--- config.mk ---
export PLATFORM = sky130hd
export DESIGN_NAME = hazard_ctrl
export DESIGN_NICKNAME = d
export VERILOG_FILES = /design/src/rtl/hazard_ctrl.sv
export SDC_FILE = /design/constraint.sdc
export NUM_CORES = 1
export LEC_CHECK = 0
export ABC_CLOCK_PERIOD_IN_PS = 2000
export BUFFER_PORTS_ARGS = -buffer_cell sky130_fd_sc_hd__clkbuf_2
export CAP_MARGIN = 40
export CORE_MARGIN = 4
export CORE_UTILIZATION = 47
export DETAILED_ROUTE_END_ITERATION = 6
export PLACE_DENSITY = 0.75
export SLEW_MARGIN = 5
export SYNTH_ARGS = -nofsm -noshare
export SYNTH_HDL_FRONTEND = slang
export SYNTH_SLANG_ARGS = --single-unit
--- constraint.sdc ---
create_clock -name clk -period 2 [get_ports clk]
set_input_delay 0.2 -clock clk [delete_from_list [all_inputs] [get_ports clk]]
set_output_delay 0.2 -clock clk [all_outputs]
set_load 0.005 [all_outputs]
--- src/rtl/hazard_ctrl.sv ---
// hazard_ctrl: RAW stall/bubble controller beside the ID stage.
// Keeps its own shadow of the EXE/MEM/WB destinations, rebuilt from the ID
// inputs, and raises hazard/bubble when an ID source depends on an in-flight
// write that cannot yet be supplied.
module hazard_ctrl #(
  parameter int ADDR_W    = 5,
  parameter int CNT_W     = 16,
  parameter bit WB_BYPASS = 1'b1
) (
  input  logic              clk,
  input  logic              rst,
  input  logic              forward_en,
  input  logic              id_valid,
  input  logic [ADDR_W-1:0] id_src1,
  input  logic [ADDR_W-1:0] id_src2,
  input  logic              id_two_src,
  input  logic [ADDR_W-1:0] id_dest,
  input  logic              id_wb_en,
  input  logic              id_mem_r_en,
  output logic              hazard,
  output logic              bubble,
  output logic [CNT_W-1:0]  stall_count
);

  typedef struct packed {
    logic              v;
    logic              wb;
    logic              ld;
    logic [ADDR_W-1:0] dest;
  } sb_entry_t;

  sb_entry_t r_exe;
  sb_entry_t r_mem;
  sb_entry_t r_wb;
  logic [CNT_W-1:0] r_stall_count;

  logic w_issue;
  logic w_exe_hit;
  logic w_mem_hit;
  logic w_wb_hit;
  logic w_hazard;

  // Register 0 is hardwired, so it never carries a dependency.
  function automatic logic f_match(input logic [ADDR_W-1:0] s, input sb_entry_t e);
    return e.v & e.wb & (s != '0) & (s == e.dest);
  endfunction

  // Source-vs-scoreboard compares and the resulting stall decision.
  always_comb begin
    w_exe_hit = f_match(id_src1, r_exe) | (id_two_src & f_match(id_src2, r_exe));
    w_mem_hit = f_match(id_src1, r_mem) | (id_two_src & f_match(id_src2, r_mem));
    w_wb_hit  = f_match(id_src1, r_wb)  | (id_two_src & f_match(id_src2, r_wb));
    w_hazard  = 1'b0;
    if (id_valid && !rst) begin
      if (forward_en) begin
        // Forwarding covers everything except a load whose data is not back yet.
        w_hazard = w_exe_hit & r_exe.ld;
      end else begin
        w_hazard = w_exe_hit | w_mem_hit | (!WB_BYPASS && w_wb_hit);
      end
    end
  end

  assign w_issue = id_valid & ~w_hazard;

  // Scoreboard advances every cycle; a stalled slot enters EXE as a bubble.
  always_ff @(posedge clk) begin
    if (rst) begin
      r_exe <= '0;
      r_mem <= '0;
      r_wb  <= '0;
    end else begin
      r_wb  <= r_mem;
      r_mem <= r_exe;
      r_exe <= '{v: w_issue, wb: id_wb_en & w_issue, ld: id_mem_r_en & w_issue, dest: id_dest};
    end
  end

  // Saturating count of hazard cycles.
  always_ff @(posedge clk) begin
    if (rst) begin
      r_stall_count <= '0;
    end else if (w_hazard && (r_stall_count != {CNT_W{1'b1}})) begin
      r_stall_count <= r_stall_count + 1'b1;
    end
  end

  assign hazard      = w_hazard;
  assign bubble      = w_hazard;
  assign stall_count = r_stall_count;

endmodule

* Word level (Yosys, flattened, before mapping)
Cells that the tools add are included.
Operators by class: shifts and indexed selects 0, reductions and logical operators 5, add/subtract/negate cells 1, divide/modulo/power cells 0, bitwise logic cells 20, equality and inequality tests 5, multiply operators 0, magnitude comparators 0, mux-type cells 2
Operators with widths (count):
- equality test 5 bit | 4
- adder 16 x 1 -> 16 bit (second input constant) | 1
- AND 1 bit | 16
- != test 16 bit (second input constant) | 1
- nonzero test 5 bit | 2
- bitwise OR 1 bit | 3
- logical AND 1 bit | 2
- 2-to-1 mux 1 bit | 2
- logical NOT 1 bit | 1
- inverter 1 bit | 1
Word-level totals: input bits 22, RAM bits 0, bits in registers 31, bits in read-only memories 0, word-level logic and storage cells 41, latch bits 0, memories kept 0, output and inout bits 18

* Logic depth before layout (Yosys ltp)
Gate-level depths: netlist of the first run.
depth in word-level cells 11, gate-level depth with buffers 8, gate-level depth less buffers 7

* Worst setup path after synthesis of the first run
Ideal clock, no wire load.
path kind register to register, from register r_exe[4] in the netlist's numbering, to register r_stall_count[12], in the netlist stall_count[12], cell stages (with the launch flop) 8, setup slack 2 ps, clock period less this slack 1998 ps, arrival time 1876 ps, buffers on the path 0, required time 1879 ps, setup time 121 ps, path through dfxtp_1 -> xnor2_1 -> nand3_1 -> nor4_2 -> o2111ai_4 -> and2_4 -> nor4_2 -> mux2_4
Between the ends: longest elaborated chain between the ends 8, elaborated cells on any way between the ends 11, those cells by class eq/ne: 2; mux: 2; bitwise: 6; reduce/logical: 1
Ends and longest elaborated chain:
- from (decl) | RTL line 32 | sb_entry_t r_exe;
- from (signal assigned) | RTL line 75 | r_exe <= '{v: w_issue, wb: id_wb_en & w_issue, ld: id_mem_r_en & w_issue, dest: id_dest};
- equality test 5 bit | RTL line 45 | return e.v & e.wb & (s != '0) & (s == e.dest);
- AND 1 bit | RTL line 45
- AND 1 bit | RTL line 50 | w_exe_hit = f_match(id_src1, r_exe) | (id_two_src & f_match(id_src2, r_exe));
- bitwise OR 1 bit * | RTL line 50
- bitwise OR 1 bit / AND 1 bit (equally long branches) | RTL line 59, 57
- 2-to-1 mux 1 bit * | RTL line 55 | if (forward_en) begin
- 2-to-1 mux 1 bit * | RTL line 54 | if (id_valid && !rst) begin
- logical AND 1 bit * | RTL line 83 | end else if (w_hazard && (r_stall_count != {CNT_W{1'b1}})) begin
- to (signal assigned) | RTL line 84 | r_stall_count <= r_stall_count + 1'b1;
- to (decl) | RTL line 35 | logic [CNT_W-1:0] r_stall_count;
Every way passes the cells marked *; elsewhere a longest branch is shown, timed or not. A chain may end at the register's enable or synchronous reset.

* Final worst setup path of the first run
from register r_exe[1] in the netlist's numbering, to register r_stall_count[14], in the netlist stall_count[14]
Same word-level chain as after synthesis.

==> flow_summary.toml, run 1 <==
[place]
post_dp_cell_area_sq_mm = 0.00193
port_buffers = 39
gp_congestion = 0.816
dp_hpwl_microns = 2730

[yosys]
synth-adder-area-share_pct = 0.782
synthTopCellsByCount = "dfxtp_1, nor2b_1, xnor2_1, nor2_1, nand3_1"
synth_top_family_by_area = "simple AND/OR/NAND/NOR gates"
synth_nets = 190
synth-compound-area-share_pct = 11.3
netlist_area_sq_mm = 0.00160
postSynthAreaPerCell_sq_um = 9.58
synth_top_area_share_pct = 38.8
ys_warn_count = 0
synth_seq_cells = 31
synth_xor_xnor_area_share_pct = 13.7
synthFlopType = "dfxtp_1"
synthCells = 167
synth_top_area_cell = "dfxtp_1"
synthSimpleGateAreaFrac_pct = 27.1
synth.most_common_cell = "dfxtp_1"
synthArstFlopShare_pct = 0
synth_area_leaders = "dfxtp_1, xnor2_1, nor2b_1, xor2_1, nand3_1"
synth.distinct_cells = 36
synth_edf_count = 0
synthMuxAreaShare_pct = 5.01
ys_seq_area_share_pct = 38.8

[setup_path]
end_kind = "flop"
arrival_ns = 2.32
crit_fanout = 8
cp-start-kind = "flop"
r2r_start = "r_exe[1]"
r2r_setup_slack_ns = -0.08
critPathKind = "flop to flop"
crit_start = "r_exe[1]"
timing.rr.end = "stall_count[14]"
crit_end = "stall_count[14]"
required_ns = 2.24
worstRegToRegCells = 9

[global_route]
antenna_found_initial = 0
grt_pass1_wl_microns = 6450
grt.overflow.total = 0
grt_max_degree = 34
grt_pass1_vias = 1404
track_usage_pct = 19.5

[timing]
holdWs_ns = 0.0604
worstMarginPinSlew_ns = 0.363
setup_viol = 12
fin_worst_skew_ns = 0.00937
hold_violations = 0
fin_crit_ns = 2.08
layout_setup_ws_ns = -0.0793
relSlewSlack_pct = 75.8
period_share_pct = 104
timing.fmax_ghz = 0.481
grt_setup_unrepaired = "true"
drv_slew = 0

[cts]
cts_num_sinks = 31
htreeDepth = 2
clk_latency_ns = 0.34
cts_buffers = 5
clk_path_buf_depth = 2
cts_root_buffer = "clkbuf_4"
cts_tree = "yes"
clk_pin_slew_ns = 0.10

[power_and_ir_drop]
p_sw_share_pct = 26.6
seqPwrFrac_pct = 57.2
internal_power_uw = 825
pwr_density_cell_mw_per_mm2 = 514
peakVddDrop_mv = 0.310
p_leak_uw = 0.000882
switchingPower_uw = 299
p_clk_share_pct = 31.7
comb_power_share_pct = 11.1

[worst_hold_path]
hold_path_class = "input port to flop"

[final_layout]
fin_nets = 249
antenna_cells = 0
fillCellCount = 257
utilization_pct = 69.4
layout-drive-gt1-share_pct = 41.9
area_growth_pct = 36.8
finalInstanceArea_sq_mm = 0.00219

[detailed_routing]
post_drt_wl_per_cell_microns = 14.7
drt_pass1_iterations = 4
viasPerCell = 5.16
ant_nets = 0
vias = 1398
drc = 0
routed_wl_microns = 3990
drt-initial-drc-count = 50

[run_status]
violations = "setup timing"
status = "finished with violations"

[die]
core_area_sq_mm = 0.00315
die_h_microns = 66.3
start_util_pct = 50.7
die_w_microns = 66.3
die_area_sq_mm = 0.00440
ios = 40
fp-row-count = 20

[flow_run]
maxCapViolCount = 0
==> cells in the final DEF (no fill, tap or decap), types with 3 or more instances in the layout <==
cell type / n
a2111oi_4: 3
a21o_1: 3
a21oi_1: 4
and2_1: 3
and3_1: 5
buf_4: 12
buf_6: 6
clkbuf_2: 39
clkbuf_4: 5
dfxtp_1: 25
dfxtp_2: 3
dfxtp_4: 3
inv_1: 5
mux2_4: 4
nand2_1: 5
nand2b_1: 3
nand3_1: 11
nor2_1: 14
nor2b_1: 17
nor4_2: 3
xnor2_1: 14
xnor2_2: 3
xor2_1: 8
==> routing by layer <==
layer | track usage, % | vias to the layer above | wire length, microns
met4 | 9.14 | 0 | 80
met3 | 4.76 | 9 | 170
li1 | - | 697 | -
met5 | 0 | - | 0
met2 | 34.2 | 28 | 2000
met1 | 21.9 | 664 | 1740
==> final cells by class <==
cell class	count	area, sq um	share of cell area, %
Clock buffer	7	45.0	2.06
Clock inverter	1	5.00	0.229
Inverter	5	18.8	0.858
Multi-Input combinational cell	125	1050	48.2
Sequential cell	31	636	29.1
Tap cell	44	55.1	2.52
Timing Repair Buffer	58	373	17.0
==> critical path: stages (launching register included) <==
cell	delay, ns
dfxtp_4	0.37
xnor2_2	0.15
nand3_2	0.12
nor4_4	0.31
o2111ai_4	0.19
buf_6	0.16
a21oi_4	0.13
buf_12	0.14
nand4_1	0.10
mux2_1	0.32
==> logic make-up (layout without fill, tap and decap cells) <==
| family | after synthesis | in the layout |
|---|---|---|
| xor gates and xnor gates | 25 | 25 |
| buffers and inverters | 11 | 71 |
| AOI/OAI and AO/OA | 17 | 17 |
| muxes | 7 | 7 |
| adders and majority gates | 1 | 1 |
| DFF | 31 | 31 |
| and+or+nand+nor | 75 | 75 |
==> state kept, by name, summed over array words and instances (netlist names) <==
register     cells
r_exe            8
r_mem            7
stall_count     16
==> how the worst min path moves through the flow <==
stage	cells after the start	startpoint	slack (ns)	to
2_1_floorplan	1	id_mem_r_en	0.32	r_exe[5]
3_3_place_gp	2	id_mem_r_en	0.40	r_exe[5]
3_5_place_dp	2	id_wb_en	0.41	r_exe[6]
4_1_cts	2	id_wb_en	0.06	r_exe[6]
5_1_grt	2	id_dest[4]	0.07	r_exe[4]
6_report	2	id_wb_en	0.06	r_exe[6]
==> stage by stage <==
stage | instances | total power, uW | TNS (ns) | setup WS, ns
detailed placement | 259 | 761 | -0.630 | -0.134
floorplan | 167 | 717 | 0 | 0.00218
finish | 271 | 1120 | -0.585 | -0.0793
global route | 271 | 1160 | -2.22 | -0.183
global placement | 259 | 756 | -0.181 | -0.0827
CTS | 270 | 1120 | -0.0328 | -0.0276
==> timing repair <==
action,4_1_cts,5_1_grt
hold buffers,0,0
endpoints found under the setup margin,16,18
gates resized for setup,19,15
setup buffers,3,2
pin swaps,6,19
==> power by group through the flow <==
stage                     logic [uW]  registers, uW  clock network (uW)
after CTS                        115            644                 361
after detailed placement         104            657                   0
after global routing             137            644                 379
final                            125            643                 356
after floorplan                 62.8            654                   0
after global placement          99.9            656                   0
Power figures use the tool's default switching activity.
==> run 2, diff against run 1 <==
--- a/config.mk
+++ b/config.mk
@@ -8,7 +8,6 @@
 export ABC_CLOCK_PERIOD_IN_PS = 2000
 export BUFFER_PORTS_ARGS = -buffer_cell sky130_fd_sc_hd__clkbuf_2
 export CAP_MARGIN = 40
-export CORE_MARGIN = 4
 export CORE_UTILIZATION = 47
 export DETAILED_ROUTE_END_ITERATION = 6
 export PLACE_DENSITY = 0.75
==> run 2 against run 1 <==
Against the previous run:
- the flow still finishes with violations (setup timing)
- clock power grew 45%
- non-clock buffer count shrank 2
- critical path depth shrank 1
- die area shrank 17%
- combinational power grew 7%
- first-iteration DRC count shrank 22%
- cell count shrank 0.74%
- critical path type is now input port to output port
- critical endpoint is now hazard
- highest routed layer unchanged
==> flow_summary.toml, run 2 (synthesized netlist as in run 1, its figures left out) <==
[setup_path]
arrival_ns = 1.82
crit_chain = "clkbuf_2 -> or4_1 -> nor2_2 -> nor4_4 -> o2111ai_4 -> and2_4 -> nor2_4 -> clkbuf_2"
crit_fanout = 3
cp_common_cell = "clkbuf_2"
slowest_stage = "or4_1"
crit_start = "id_src1[1]"
r2r_start = "r_exe[0]"
cp-start-kind = "input port"
required_ns = 1.80
max_stage_delay_ns = 0.54
critPathKind = "input port to output port"
end_kind = "output port"

[timing]
fin_worst_skew_ns = 0.00470
grt_setup_unrepaired = "true"
relSlewSlack_pct = 77.9
fin_crit_ns = 2.02
holdWs_ns = 0.0598
period_share_pct = 101
worstMarginPinSlew_ns = 0.331
setup_viol = 3
hold_violations = 0
layout_setup_ws_ns = -0.0179
timing.fmax_ghz = 0.496
drv_slew = 0

[place]
port_buffers = 39
post_dp_cell_area_sq_mm = 0.00193
dp_hpwl_microns = 2600
gp_congestion = 0.900

[detailed_routing]
ant_nets = 0
drt-initial-drc-count = 39
post_drt_wl_per_cell_microns = 13.9
routed_wl_microns = 3750
vias = 1417
viasPerCell = 5.27
drt_pass1_iterations = 7
drc = 0

[flow_run]
maxCapViolCount = 0

[final_layout]
fillCellCount = 232
antenna_cells = 0
largest_reg_flops = 16
finalInstanceArea_sq_mm = 0.00221
layout_common_cells = "clkbuf_2, dfxtp_1, nor2b_1, buf_4, nor2_1"
layout_commonest_cell = "clkbuf_2"
layout-drive-gt1-share_pct = 45.3
area_growth_pct = 38.0
fin_nets = 247

[cts]
cts_buffers = 5
cts_num_sinks = 31
clk_latency_ns = 0.34
htreeDepth = 2
clk_path_buf_depth = 2
cts_root_buffer = "clkbuf_4"
cts_tree = "yes"
clk_pin_slew_ns = 0.10

[die]
die_h_microns = 60.3
start_util_pct = 51.1
core_area_sq_mm = 0.00313
ios = 40
fp-row-count = 20
die_area_sq_mm = 0.00364
die_w_microns = 60.3

[run_status]
violations = "setup timing"
status = "finished with violations"

[global_route]
grt_max_degree = 34
grt.overflow.total = 0
grt_pass1_wl_microns = 5710
grt_pass1_vias = 1329
antenna_found_initial = 0
track_usage_pct = 21.5

[power_and_ir_drop]
pwr_density_cell_mw_per_mm2 = 587
peakVddDrop_mv = 0.378
p_leak_uw = 0.000897

[worst_hold_path]
min-delay-start = "id_mem_r_en"
hold_path_class = "input port to flop"
run 2: where the power goes:
| part | switching [uW] | internal [uW] | leakage, uW |
|---|---|---|---|
| combinational | 70.1 | 63.8 | 0.000592 |
| clock | 221 | 295 | 0.0000482 |
| sequential | 14.8 | 630 | 0.000256 |
run 2: final cells by class:
class	instances	area (sq um)	share of cell area, %
inverters	5	18.8	0.851
multi-input cells	125	1080	49.1
flip-flops and latches	31	636	28.8
well taps	44	55.1	2.50
clock inverters	2	35.0	1.59
clock buffers	6	51.3	2.33
repair buffers	56	327	14.8
run 2: path summary, 6_finish.rpt:
| kind | end | slack, ns | depth (start not counted) |
|---|---|---|---|
| worst max-delay path | hazard | -0.02 | 8 |
| worst min-delay path | r_exe[5] | 0.06 | 2 |
| worst max register to register | stall_count[12] | -0.01 | 6 |
| worst min register to register | r_mem[7] | 0.51 | 1 |
run 2: per-layer routing:
| metal | track usage, % | vias to the layer above | part of all wire [%] |
|---|---|---|---|
| met5 | 0 | - | 0 |
| met4 | 10.3 | 0 | 1.7 |
| met3 | 7.04 | 11 | 5.2 |
| met2 | 34.4 | 43 | 50 |
| met1 | 26.1 | 672 | 43 |
| li1 | - | 691 | - |
run 2: timing repair:
item | in CTS | in global routing
gates resized for setup | 14 | 21
hold buffers | 0 | 0
hold endpoints to repair | 0 | 0
pin swaps | 3 | 4
setup endpoints to repair | 16 | 14
buffers inserted | 0 | 2
run 2: metrics by stage:
stage,instances,TNS (ns),util [%],setup slack [ns],power [uW]
floorplan,167,0,-,0.00218,717
global placement,259,-0.158,61.6,-0.0824,756
detailed placement,259,-0.711,61.6,-0.161,761
CTS,267,-0.0456,66.8,-0.0158,1290
global route,269,-0.413,70.5,-0.113,1350
finish,269,-0.0417,70.5,-0.0179,1290
run 2: critical path, delay by kind of cell:
family	cells	cell delay, ns
buf+inv	2	0.23
simple gates	5	1.11
compound gates	1	0.26
==> run 3, diff against run 2 <==
--- a/config.mk
+++ b/config.mk
@@ -8,6 +8,7 @@
 export ABC_CLOCK_PERIOD_IN_PS = 2000
 export BUFFER_PORTS_ARGS = -buffer_cell sky130_fd_sc_hd__clkbuf_2
 export CAP_MARGIN = 40
+export CORE_ASPECT_RATIO = 0.7
 export CORE_UTILIZATION = 47
 export DETAILED_ROUTE_END_ITERATION = 6
 export PLACE_DENSITY = 0.75
@@ -15,3 +16,4 @@
 export SYNTH_ARGS = -nofsm -noshare
 export SYNTH_HDL_FRONTEND = slang
 export SYNTH_SLANG_ARGS = --single-unit
+export TNS_END_PERCENT = 30
==> run 3 against run 2 <==
Against the previous run:
- the run still ends with setup timing left
- clock skew is essentially flat
- wire length grew 13%
- global-route usage rose by 2.4 points
- cell count shrank 3.3%
- largest cell class unchanged
==> flow_summary.toml, run 3 (synthesized netlist as in run 1, its figures left out) <==
[global_route]
grt.overflow.total = 0
track_usage_pct = 23.9
grt_pass1_vias = 1387
antenna_found_initial = 0
grt_pass1_wl_microns = 6470
grt_max_degree = 34

[detailed_routing]
vias = 1425
post_drt_wl_per_cell_microns = 16.3
drt-initial-drc-count = 99
viasPerCell = 5.48
drt_pass1_iterations = 4
routed_wl_microns = 4230
drc = 0
ant_nets = 0

[cts]
cts_setup_buffers = 0
htreeDepth = 2
cts_num_sinks = 31
cts_tree = "yes"
cts_root_buffer = "clkbuf_8"
clk_pin_slew_ns = 0.06
clk_path_buf_depth = 2
clk_latency_ns = 0.28
cts_buffers = 5

[power_and_ir_drop]
peakVddDrop_mv = 0.478
p_leak_uw = 0.000893
pwr_density_cell_mw_per_mm2 = 622

[final_layout]
layout_commonest_cell = "clkbuf_2"
largest_reg_flops = 16
layout-drive-gt1-share_pct = 44.1
antenna_cells = 0
area_growth_pct = 39.7
finalInstanceArea_sq_mm = 0.00223
fillCellCount = 231
layout_common_cells = "clkbuf_2, dfxtp_1, nor2b_1, nor2_1, buf_4"
utilization_pct = 70.0
fin_nets = 244

[timing]
drv_slew = 0
fin_crit_ns = 2.06
period_share_pct = 103
fin_worst_skew_ns = 0.00458
holdWs_ns = 0.123
hold_violations = 0
timing.fmax_ghz = 0.486
grt_setup_unrepaired = "true"
relSlewSlack_pct = 76.0
setup_viol = 7
worstMarginPinSlew_ns = 0.358
layout_setup_ws_ns = -0.0593

[place]
gp_congestion = 0.909
post_dp_cell_area_sq_mm = 0.00193
port_buffers = 39
dp_hpwl_microns = 2920

[setup_path]
crit_start = "id_src2[1]"
required_ns = 1.80
worstRegToRegCells = 8
timing.rr.end = "stall_count[6]"
cp-start-kind = "input port"
crit_end = "bubble"
arrival_ns = 1.86
r2r_setup_slack_ns = -0.02
critPathKind = "input port to output port"
r2r_start = "r_exe[4]"
crit_fanout = 3
end_kind = "output port"

[die]
start_util_pct = 50.1
core_area_sq_mm = 0.00319
die_w_microns = 71.7
die_h_microns = 50.8
ios = 40
die_area_sq_mm = 0.00364
fp-row-count = 17

[run_status]
violations = "setup timing"
status = "finished with violations"

[worst_hold_path]
hold_path_class = "input port to flop"

[flow_run]
maxCapViolCount = 0
-- run 3: layout make-up --
cell class | count | area [sq um] | area share (%)
Multi-Input combinational cell | 125 | 1110 | 49.7
Tap cell | 38 | 47.5 | 2.13
Clock inverter | 3 | 43.8 | 1.96
Timing Repair Buffer | 53 | 313 | 14.0
Sequential cell | 31 | 632 | 28.3
Inverter | 5 | 18.8 | 0.840
Clock buffer | 5 | 68.8 | 3.08
-- run 3: power breakdown --
| group | internal (uW) | switching (uW) |
|---|---|---|
| clock network | 370 | 236 |
| registers | 629 | 15.4 |
| logic | 66.4 | 71.9 |
| total | 1070 | 324 |
-- run 3: worst min-delay path by stage --
| stage | cells after the start | endpoint | slack (ns) | from |
|---|---|---|---|---|
| after floorplan | 1 | r_exe[5] | 0.32 | id_mem_r_en |
| final | 2 | r_exe[2] | 0.12 | id_dest[2] |
| after detailed placement | 2 | r_exe[6] | 0.41 | id_wb_en |
| after global routing | 2 | r_exe[1] | 0.13 | id_dest[1] |
| after CTS | 2 | r_exe[3] | 0.12 | id_dest[3] |
| after global placement | 2 | r_exe[5] | 0.41 | id_mem_r_en |
-- run 3: metrics by stage --
stage | instances | power (uW) | setup slack, ns | setup TNS [ns]
2_1_floorplan | 167 | 717 | 0.00218 | 0
3_3_place_gp | 252 | 760 | -0.0909 | -0.201
3_5_place_dp | 252 | 766 | -0.188 | -1.30
4_1_cts | 260 | 1380 | -0.00381 | -0.00381
5_1_grt | 260 | 1450 | -0.156 | -1.52
6_report | 260 | 1390 | -0.0593 | -0.192
-- run 3: metal layers --
layer / track usage (%) / vias to the layer above / wire length [microns]
met5: 0 / - / 0
li1: - / 684 / -
met2: 36.6 / 63 / 1950
met1: 29.1 / 662 / 1830
met3: 8.84 / 16 / 291
met4: 13.1 / 0 / 163
-- run 3: timing repair --
item,4_1_cts,5_1_grt
hold buffers,0,0
endpoints found under the setup margin,18,18
resized for setup,13,23
pin swaps,5,10
-- run 3: critical path, cell delays in order --
cell	delay, ns
clkbuf_2	0.13
or4_4	0.56
o21ai_2	0.24
nor4_4	0.08
o2111ai_4	0.25
and2_4	0.23
nor2_4	0.04
buf_2	0.13
